==> config.mk <==
export PLATFORM = sky130hd
export DESIGN_NAME = sprite_attr_mem
export DESIGN_NICKNAME = d
export VERILOG_FILES = /design/src/rtl/sprite_attr_mem_pkg.sv /design/src/rtl/sprite_attr_ram.sv /design/src/rtl/sprite_attr_mem.sv
export SDC_FILE = /design/constraint.sdc
export NUM_CORES = 2
export LEC_CHECK = 0
export ABC_CLOCK_PERIOD_IN_PS = 3900
export CORE_MARGIN = 4
export CORE_UTILIZATION = 40
export DETAILED_ROUTE_END_ITERATION = 7
export GPL_ROUTABILITY_DRIVEN = 0
export MAX_ROUTING_LAYER = met4
export PLACE_DENSITY = 0.63
export SETUP_SLACK_MARGIN = 0.4
export SLEW_MARGIN = 5
export SYNTH_ARGS = -nofsm -noshare
export SYNTH_HDL_FRONTEND = slang
export SYNTH_SLANG_ARGS = --single-unit
==> constraint.sdc <==
create_clock -name clk -period 3.9 [get_ports clk]
set_clock_uncertainty 0.1 [all_clocks]
set_input_delay 0.975 -clock clk [delete_from_list [all_inputs] [get_ports clk]]
set_output_delay 0.975 -clock clk [all_outputs]
set_load 0.01 [all_outputs]
==> src/rtl/sprite_attr_mem_pkg.sv <==
// Shared definitions for the sprite attribute memory: FSM states, the
// byte layout of a 4-byte sprite entry and the default clear byte.
package sprite_attr_mem_pkg;

    // Controller states: CLEAR sweeps every word with the clear byte, RUN serves ports.
    typedef enum logic {
        ST_CLEAR = 1'b0,
        ST_RUN   = 1'b1
    } state_t;

    // Byte positions of the sprite fields inside one 32-bit entry.
    localparam int FIELD_Y    = 0;
    localparam int FIELD_TILE = 1;
    localparam int FIELD_ATTR = 2;
    localparam int FIELD_X    = 3;

    // A Y coordinate of FF places the sprite off-screen, so clearing to FF hides it.
    localparam logic [7:0] DEFAULT_CLEAR_VALUE = 8'hFF;

    // Pick byte lane idx (0 = bits 7:0) out of a 32-bit word.
    function automatic logic [7:0] getByte(input logic [31:0] word, input logic [1:0] idx);
        return word[{idx, 3'b000} +: 8];
    endfunction

endpackage

==> src/rtl/sprite_attr_ram.sv <==
// Single-clock sprite attribute storage: DEPTH x 32 bits with per-byte write
// enables and a registered 32-bit read. A read in the same cycle as a write
// to the same word returns the old contents; the parent handles forwarding.
module sprite_attr_ram #(
    parameter int DEPTH = 64,
    parameter int AW    = $clog2(DEPTH)
) (
    input  logic          clk_i,
    input  logic [3:0]    wrEn_i,
    input  logic [AW-1:0] wrAddr_i,
    input  logic [31:0]   wrData_i,
    input  logic          rdEn_i,
    input  logic [AW-1:0] rdAddr_i,
    output logic [31:0]   rdData_o
);

    logic [31:0] mem_q [DEPTH];
    logic [31:0] rdData_q;

    // Byte-granular write: only lanes with their enable set are updated.
    always_ff @(posedge clk_i) begin
        for (int b = 0; b < 4; b++) begin
            if (wrEn_i[b]) begin
                mem_q[wrAddr_i][8*b +: 8] <= wrData_i[8*b +: 8];
            end
        end
    end

    // Registered read; the output holds between reads.
    always_ff @(posedge clk_i) begin
        if (rdEn_i) begin
            rdData_q <= mem_q[rdAddr_i];
        end
    end

    assign rdData_o = rdData_q;

endmodule

==> src/rtl/sprite_attr_mem.sv <==
// Sprite attribute memory (OAM). After reset a CLEAR sweep writes CLEAR_VALUE
// into every byte, one word per cycle, then the block serves a 32-bit
// byte-enabled write port and an 8-bit read port with one cycle latency.
// Optional feature macro: OAM_READ_BYPASS_EN -- when defined, a read that
// coincides with a write is accepted and forwards the written byte on a hit;
// when undefined, any write cycle stalls a concurrent read.
module sprite_attr_mem
    import sprite_attr_mem_pkg::*;
#(
    parameter int         NUM_SPRITES = 64,
    parameter logic [7:0] CLEAR_VALUE = DEFAULT_CLEAR_VALUE,
    localparam int        WA          = $clog2(NUM_SPRITES),
    localparam int        BA          = WA + 2
) (
    input  logic          clk,
    input  logic          rst,
    input  logic [WA-1:0] w_addr,
    input  logic [3:0]    w_enable,
    input  logic [31:0]   data_in,
    input  logic [BA-1:0] r_addr,
    input  logic          r_enable,
    output logic [7:0]    data_out,
    output logic          r_valid,
    output logic          r_stall,
    output logic          busy
);

    localparam logic [WA-1:0] LAST_PTR = WA'(NUM_SPRITES - 1);

    state_t        state_q;
    logic [WA-1:0] clrPtr_q;
    logic          busy_q;
    logic          rValid_q;

    logic [1:0]    byteSel_q;
    logic          bypassHit_q;
    logic [7:0]    bypassByte_q;
    logic [7:0]    dataHold_q;
    logic [7:0]    dataHold_d;

    logic          inRun;
    logic          writeReq;
    logic [WA-1:0] readWord;
    logic [1:0]    readByte;
    logic          collisionOk;
    logic          bypassHit;
    logic          readAccept;
    logic [7:0]    readResult;

    logic [3:0]    ramWe;
    logic [WA-1:0] ramWAddr;
    logic [31:0]   ramWData;
    logic [31:0]   ramRData;

    assign inRun    = (state_q == ST_RUN);
    assign writeReq = |w_enable;
    assign readWord = r_addr[BA-1:2];
    assign readByte = r_addr[1:0];

`ifdef OAM_READ_BYPASS_EN
    // A colliding read is still accepted; forward the new byte if it is being written now.
    assign collisionOk = 1'b1;
    assign bypassHit   = writeReq && (readWord == w_addr) && w_enable[readByte];
`else
    // Without forwarding, a read can only go when the write port is idle.
    assign collisionOk = ~writeReq;
    assign bypassHit   = 1'b0;
`endif

    assign readAccept = inRun & r_enable & collisionOk;
    assign r_stall    = r_enable & ~readAccept;

    // RAM write port source: the clear sweep owns it in CLEAR, the user port in RUN.
    always_comb begin
        ramWe    = 4'b0000;
        ramWAddr = w_addr;
        ramWData = data_in;
        if (!rst) begin
            if (state_q == ST_CLEAR) begin
                ramWe    = 4'b1111;
                ramWAddr = clrPtr_q;
                ramWData = {4{CLEAR_VALUE}};
            end else begin
                ramWe    = w_enable;
            end
        end
    end

    sprite_attr_ram #(
        .DEPTH (NUM_SPRITES),
        .AW    (WA)
    ) u_ram (
        .clk_i    (clk),
        .wrEn_i   (ramWe),
        .wrAddr_i (ramWAddr),
        .wrData_i (ramWData),
        .rdEn_i   (readAccept),
        .rdAddr_i (readWord),
        .rdData_o (ramRData)
    );

    // Controller: clear sweep pointer, state, busy and the read-valid flag.
    always_ff @(posedge clk) begin
        if (rst) begin
            state_q  <= ST_CLEAR;
            clrPtr_q <= '0;
            busy_q   <= 1'b1;
            rValid_q <= 1'b0;
        end else begin
            rValid_q <= readAccept;
            case (state_q)
                ST_CLEAR: begin
                    if (clrPtr_q == LAST_PTR) begin
                        state_q  <= ST_RUN;
                        busy_q   <= 1'b0;
                        clrPtr_q <= '0;
                    end else begin
                        clrPtr_q <= clrPtr_q + WA'(1);
                    end
                end
                ST_RUN: begin
                    busy_q <= 1'b0;
                end
                default: begin
                    state_q <= ST_CLEAR;
                    busy_q  <= 1'b1;
                end
            endcase
        end
    end

    // Remember which byte was asked for and any forwarded byte for the next cycle.
    always_ff @(posedge clk) begin
        if (rst) begin
            byteSel_q    <= 2'b00;
            bypassHit_q  <= 1'b0;
            bypassByte_q <= 8'h00;
        end else if (readAccept) begin
            byteSel_q    <= readByte;
            bypassHit_q  <= bypassHit;
            bypassByte_q <= getByte(data_in, readByte);
        end
    end

    assign readResult = bypassHit_q ? bypassByte_q : getByte(ramRData, byteSel_q);

    // Hold register keeps data_out stable while no read result is being presented.
    always_comb begin
        dataHold_d = dataHold_q;
        if (rValid_q) begin
            dataHold_d = readResult;
        end
    end

    // Capture the presented read byte so it survives idle cycles.
    always_ff @(posedge clk) begin
        if (rst) begin
            dataHold_q <= 8'h00;
        end else begin
            dataHold_q <= dataHold_d;
        end
    end

    assign data_out = rValid_q ? readResult : dataHold_q;
    assign r_valid  = rValid_q;
    assign busy     = busy_q;

endmodule

# Word-level counts from Yosys, hierarchy flattened
# Memory sizes are Yosys's and may differ from the RTL's. A register that Yosys moved wholly into a read port is not among the register bits.
# Cells that the tools add are included.
[totals]
mem_count = 1
out_inout_bits = 11
register_bits = 19
input_bits = 53
mem_bits_rw = 2048
[op_classes]
n_addsub = 1
n_mux = 20
eq_ne = 2
n_reduce_logical = 1
shifts = 1
bitwise = 6
[mem_list]
columns = ["memory", "depth", "width", "rd", "rd_clocked_by_memory_dff", "write_ports", "line", "rtl"]
rows = [
  ["u_ram.mem_q", 64, 32, 1, 1, 1, "sprite_attr_ram.sv:17", "logic [31:0] mem_q [DEPTH];"],
]
[ops]
columns = ["operator", "n"]
rows = [
  ["32-bit 2-to-1 mux", 2],
  ["32-bit by 6-bit indexed part select with 8-bit output", 1],
  ["6-bit 2-to-1 mux", 3],
  ["1-bit 2-to-1 mux", 11],
  ["4-bit 2-to-1 mux", 2],
  ["8-bit 2-to-1 mux", 1],
  ["6-bit by 1-bit adder with 6-bit output (second input constant)", 1],
  ["6-bit == test (second input constant)", 1],
  ["4-bit OR reduction", 1],
  ["1-bit AND", 3],
  ["1-bit inverter", 3],
  ["2-bit by 1-bit != test with 1-bit output (second input constant)", 1],
  ["1-bit case mux with 2 select lines", 1],
]

# Depth between registers and ports, before layout
[depth]
ltp_word = 5
ltp_mapped = 10

# By module
# Synthesis repeated with hierarchy kept, for this count alone.
[hier_totals]
cells_unflattened = 4087
area_unflattened_um2 = 83385.0
[by_module_without_submodules]
columns = ["mod", "n_inst", "cells_each", "seq_area_each_um2", "area_per_inst_um2"]
rows = [
  ["sprite_attr_ram", 1, 3949, 62459.9, 81957.4],
  ["sprite_attr_mem", 1, 138, 380.4, 1427.6],
]

# Worst setup path before layout
# No wires, ideal clock.
[synth_timing]
path_type = "input to register"
startpoint = "input port rst"
endpoint = "memory u_ram.mem_q[0][10] (data pin)"
slack_ns = 0.810
t_required_ns = 3.280
arrival_ns = 2.470
n_path_buf = 3
setup_ns = 0.520
cell_stages = 5
path_cell_list = "or2_1 buf_2 clkbuf_1 clkbuf_1 nand2b_1"
[synth_via]
elab_chain_cells = 1
[synth_lines]
columns = ["item", "line", "rtl"]
rows = [
  ["start: declaration", "sprite_attr_mem.sv:16", "input logic rst,"],
  ["32-bit 2-to-1 mux", "sprite_attr_mem.sv:78", "if (!rst) begin"],
  ["via ramWData[10]", "sprite_attr_mem.sv:52", "logic [31:0] ramWData;"],
  ["end: declaration", "sprite_attr_ram.sv:17", ""],
]
# The timed path passes the listed nets, and every way through them passes these cells.

# Worst setup path after layout
[layout_timing]
startpoint = "register byteSel_q[0]"
endpoint = "output port data_out[1]"
[layout_via]
elab_chain_cells = 2
[layout_lines]
columns = ["item", "line", "rtl"]
rows = [
  ["start: declaration", "sprite_attr_mem.sv:35", "logic [1:0] byteSel_q;"],
  ["start signal: assignment", "sprite_attr_mem.sv:139", "byteSel_q <= readByte;"],
  ["32-bit by 6-bit indexed part select with 8-bit output", "sprite_attr_mem_pkg.sv:22", "return word[{idx, 3'b000} +: 8];"],
  ["8-bit 2-to-1 mux", "n/a", ""],
  ["end: declaration", "sprite_attr_mem.sv:22", "output logic [7:0] data_out,"],
]
# Every way passes these cells.

==> flow_summary.json <==
{
  "antenna_found_initial": 9,
  "cp.required_ps": 2820,
  "layout_common_cells": "2,080 x edfxtp_1, 484 x buf_4, 454 x mux4_2, 318 x nor2_1, 205 x clkbuf_16",
  "cp_slowest_cell": "mux4_2",
  "path_buf_inv": 3,
  "final_area_um2": 95900,
  "io_pins": 64,
  "grt_pass1_wl_mm": 313,
  "synth-seq-area-share": 0.771,
  "finalSetupViolCount": 0,
  "final_layout_size_suffix_gt1_frac": 0.299,
  "crit_cells": 5,
  "grt_max_degree": 65,
  "clk_latency_ps": 820,
  "leakagePower_nw": 30.7,
  "ff2ff_path_depth": 8,
  "areaGrowthSynthToFinish_pct": 17.7,
  "clock-sinks": 2099,
  "clockRootBuffer": "clkbuf_16",
  "start_util": 0.403,
  "nNetsFinal": 4571,
  "core_area_um2": 203000,
  "drt_iter0_markers": 5476,
  "endpoint": "data_out[1]",
  "cp.arrival_ps": 2390,
  "drc": 0,
  "antenna_left": 0,
  "regArea_um2": 62800,
  "crit_chain": "buf_12 > buf_6 > mux4_2 > mux2_4 > buf_6",
  "busiest_layer": "met2",
  "hold_viol_final": 0,
  "wl_mm": 217,
  "crit_family": "multiplexers",
  "critPathMaxFanout": 5,
  "outcome": "complete, no violations",
  "post_synth.cell_area_avg_um2": 20.8,
  "die_y_um": 459,
  "tightest_slew_ps": 1050,
  "ys_types": 49,
  "ys_ff_latch": 2099,
  "mostFrequentLayoutCell": "edfxtp_1",
  "syn_nets": 3965,
  "worstReg2RegEnd": "u_ram.mem_q[24][1]$_DFFE_PP_",
  "fin_crit_ps": 3460,
  "rsz0062_at_grt": "true",
  "met1_usage": 0.289,
  "path_clk_slew_ps": 60,
  "crit_type": "reg2out",
  "ys.flop_type": "edfxtp_1",
  "place_area_um2": 89600,
  "synthTopCellsByArea": "edfxtp_1 77%, mux4_2 13%, mux2i_1 2.4%, nor2_1 1.5%, o22ai_1 0.68%",
  "powerDensity_nw_per_um2": 484,
  "postLayoutCoreUtil": 0.474,
  "max-clock-path-buffers": 3,
  "synth_edf_count": 2080,
  "setup.worst_path.end_class": "primary output",
  "track_usage": 0.211,
  "cts_buffers": 200,
  "viasPerCell": 5.77,
  "ir_drop_mv": 0.437,
  "post_drt_wl_per_cell_um": 29.5,
  "syn_inst": 3911,
  "synth_largest_type_area_fraction": 0.766,
  "slew_headroom": 0.296,
  "portBuffers": 63,
  "yosysWarningCount": 0,
  "cap_violations": 0,
  "dieArea_um2": 211000,
  "grt_overflow": 0,
  "yosysTopAreaCell": "edfxtp_1",
  "worstSetupStartpoint": "byteSel_q[0]$_SDFFE_PP0P_",
  "grtUsageMet3": 0.0391,
  "nFillCells": 16400,
  "drv_slew": 0,
  "use_met2": 0.322,
  "core.rowCount": 165,
  "r2r_start": "inRun$_SDFF_PP0_",
  "vias": 42400,
  "htree_levels": 4,
  "drt_pass1_iterations": 6,
  "place_hpwl_mm": 142,
  "first_global_vias": 42600,
  "cpPeakStageDelay_ps": 570,
  "netlist_area_um2": 81500,
  "cts_tree": "built",
  "finalPower_mw": 46.4,
  "min_path_type": "reg2reg",
  "period_share": 0.888,
  "multi_input_area_um2": 17600,
  "ff2ff_setup_slack_ps": 860,
  "startpoint_type": "flop",
  "async_reset_ff_frac": 0,
  "die_w_um": 459,
  "fmax_ghz": 0.289,
  "hold_buffers": 0,
  "cp_common_cell": "buf_6"
}
[timing repair]
| item | 4_1_cts | 5_1_grt |
|---|---|---|
| resized for setup | 41 | 9 |
| buffers inserted | 7 | 0 |
| endpoints found under the setup margin | 56 | 6 |
[report_power, final]
group	total, mW	switching [mW]	internal [mW]
combinational	2.86	1.77	1.10
sequential	24.9	0.0274	24.9
clock	18.6	8.26	10.3
total	46.4	10.0	36.3
[synth_stat cells, types with 9 or more instances]
| master | n |
|---|---|
| a221oi_1 | 38 |
| nor2b_1 | 31 |
| a31oi_1 | 13 |
| mux4_2 | 454 |
| buf_4 | 42 |
| o221ai_1 | 24 |
| a22o_1 | 30 |
| nor2_1 | 321 |
| buf_2 | 72 |
| a211oi_1 | 23 |
| edfxtp_1 | 2080 |
| buf_1 | 13 |
| nor3_1 | 10 |
| o22ai_1 | 88 |
| clkbuf_1 | 83 |
| nand2b_1 | 44 |
| mux2i_1 | 197 |
| nand2_1 | 88 |
| mux2_2 | 43 |
| a21oi_1 | 60 |
| o22a_1 | 9 |
| o21ai_0 | 15 |
| buf_6 | 15 |
| dfxtp_1 | 19 |
| nor4_1 | 28 |
[how the worst min path moves through the flow]
stage	start	to	slack (ps)	depth (start not counted)
after global placement	busy$_SDFFE_PP1P_	busy$_SDFFE_PP1P_	350	1
final	busy$_SDFFE_PP1P_	busy$_SDFFE_PP1P_	360	1
after global routing	busy$_SDFFE_PP1P_	busy$_SDFFE_PP1P_	390	1
after CTS	busy$_SDFFE_PP1P_	busy$_SDFFE_PP1P_	370	1
after detailed placement	busy$_SDFFE_PP1P_	busy$_SDFFE_PP1P_	350	1
after floorplan	busy$_SDFFE_PP1P_	busy$_SDFFE_PP1P_	400	1
[layer usage]
metal,part of all wire,vias up
met5,0,-
met4,0.036,0
met3,0.083,383
met2,0.47,2062
met1,0.41,22500
li1,-,17500
[metrics by stage]
step           worst slack [ps]  instances  TNS (ps)  hold slack [ps]
2_1_floorplan               810       3911         0              397
3_3_place_gp               -560       6980   -125590              346
3_5_place_dp               -529       6980   -122940              348
4_1_cts                     364       7348         0              366
5_1_grt                     380       7353         0              393
6_report                    435       7354         0              364
[sequential cells by signal (all words and copies together) (netlist names)]
| register | flops |
|---|---|
| busy | 1 |
| byteSel_q | 2 |
| clrPtr_q | 6 |
| dataHold_q | 8 |
| inRun | 1 |
| r_valid | 1 |
| u_ram.mem_q | 2048 |
| u_ram.rdData_o | 32 |
[final cells by class]
type                       count  share of cell area
clock inverter               119             0.00998
antenna                        6            0.000157
inverter                       6            0.000235
multi-input combinational   1580               0.183
tap                         2672              0.0348
clock buffer                 242              0.0549
timing repair buffer         630              0.0613
sequential                  2099               0.655
[cells by family after synthesis]
| group | count (synthesis) | share of synthesized area |
|---|---|---|
| simple gates | 558 | 0.0304 |
| compound gates | 325 | 0.0278 |
| buf+inv | 232 | 0.0151 |
| flops | 2099 | 0.771 |
| fa+ha+maj | 1 | 0.000153 |
| mux | 694 | 0.156 |
| xor+xnor | 2 | 0.000215 |
No activity file was read; power rests on OpenSTA's default activity.
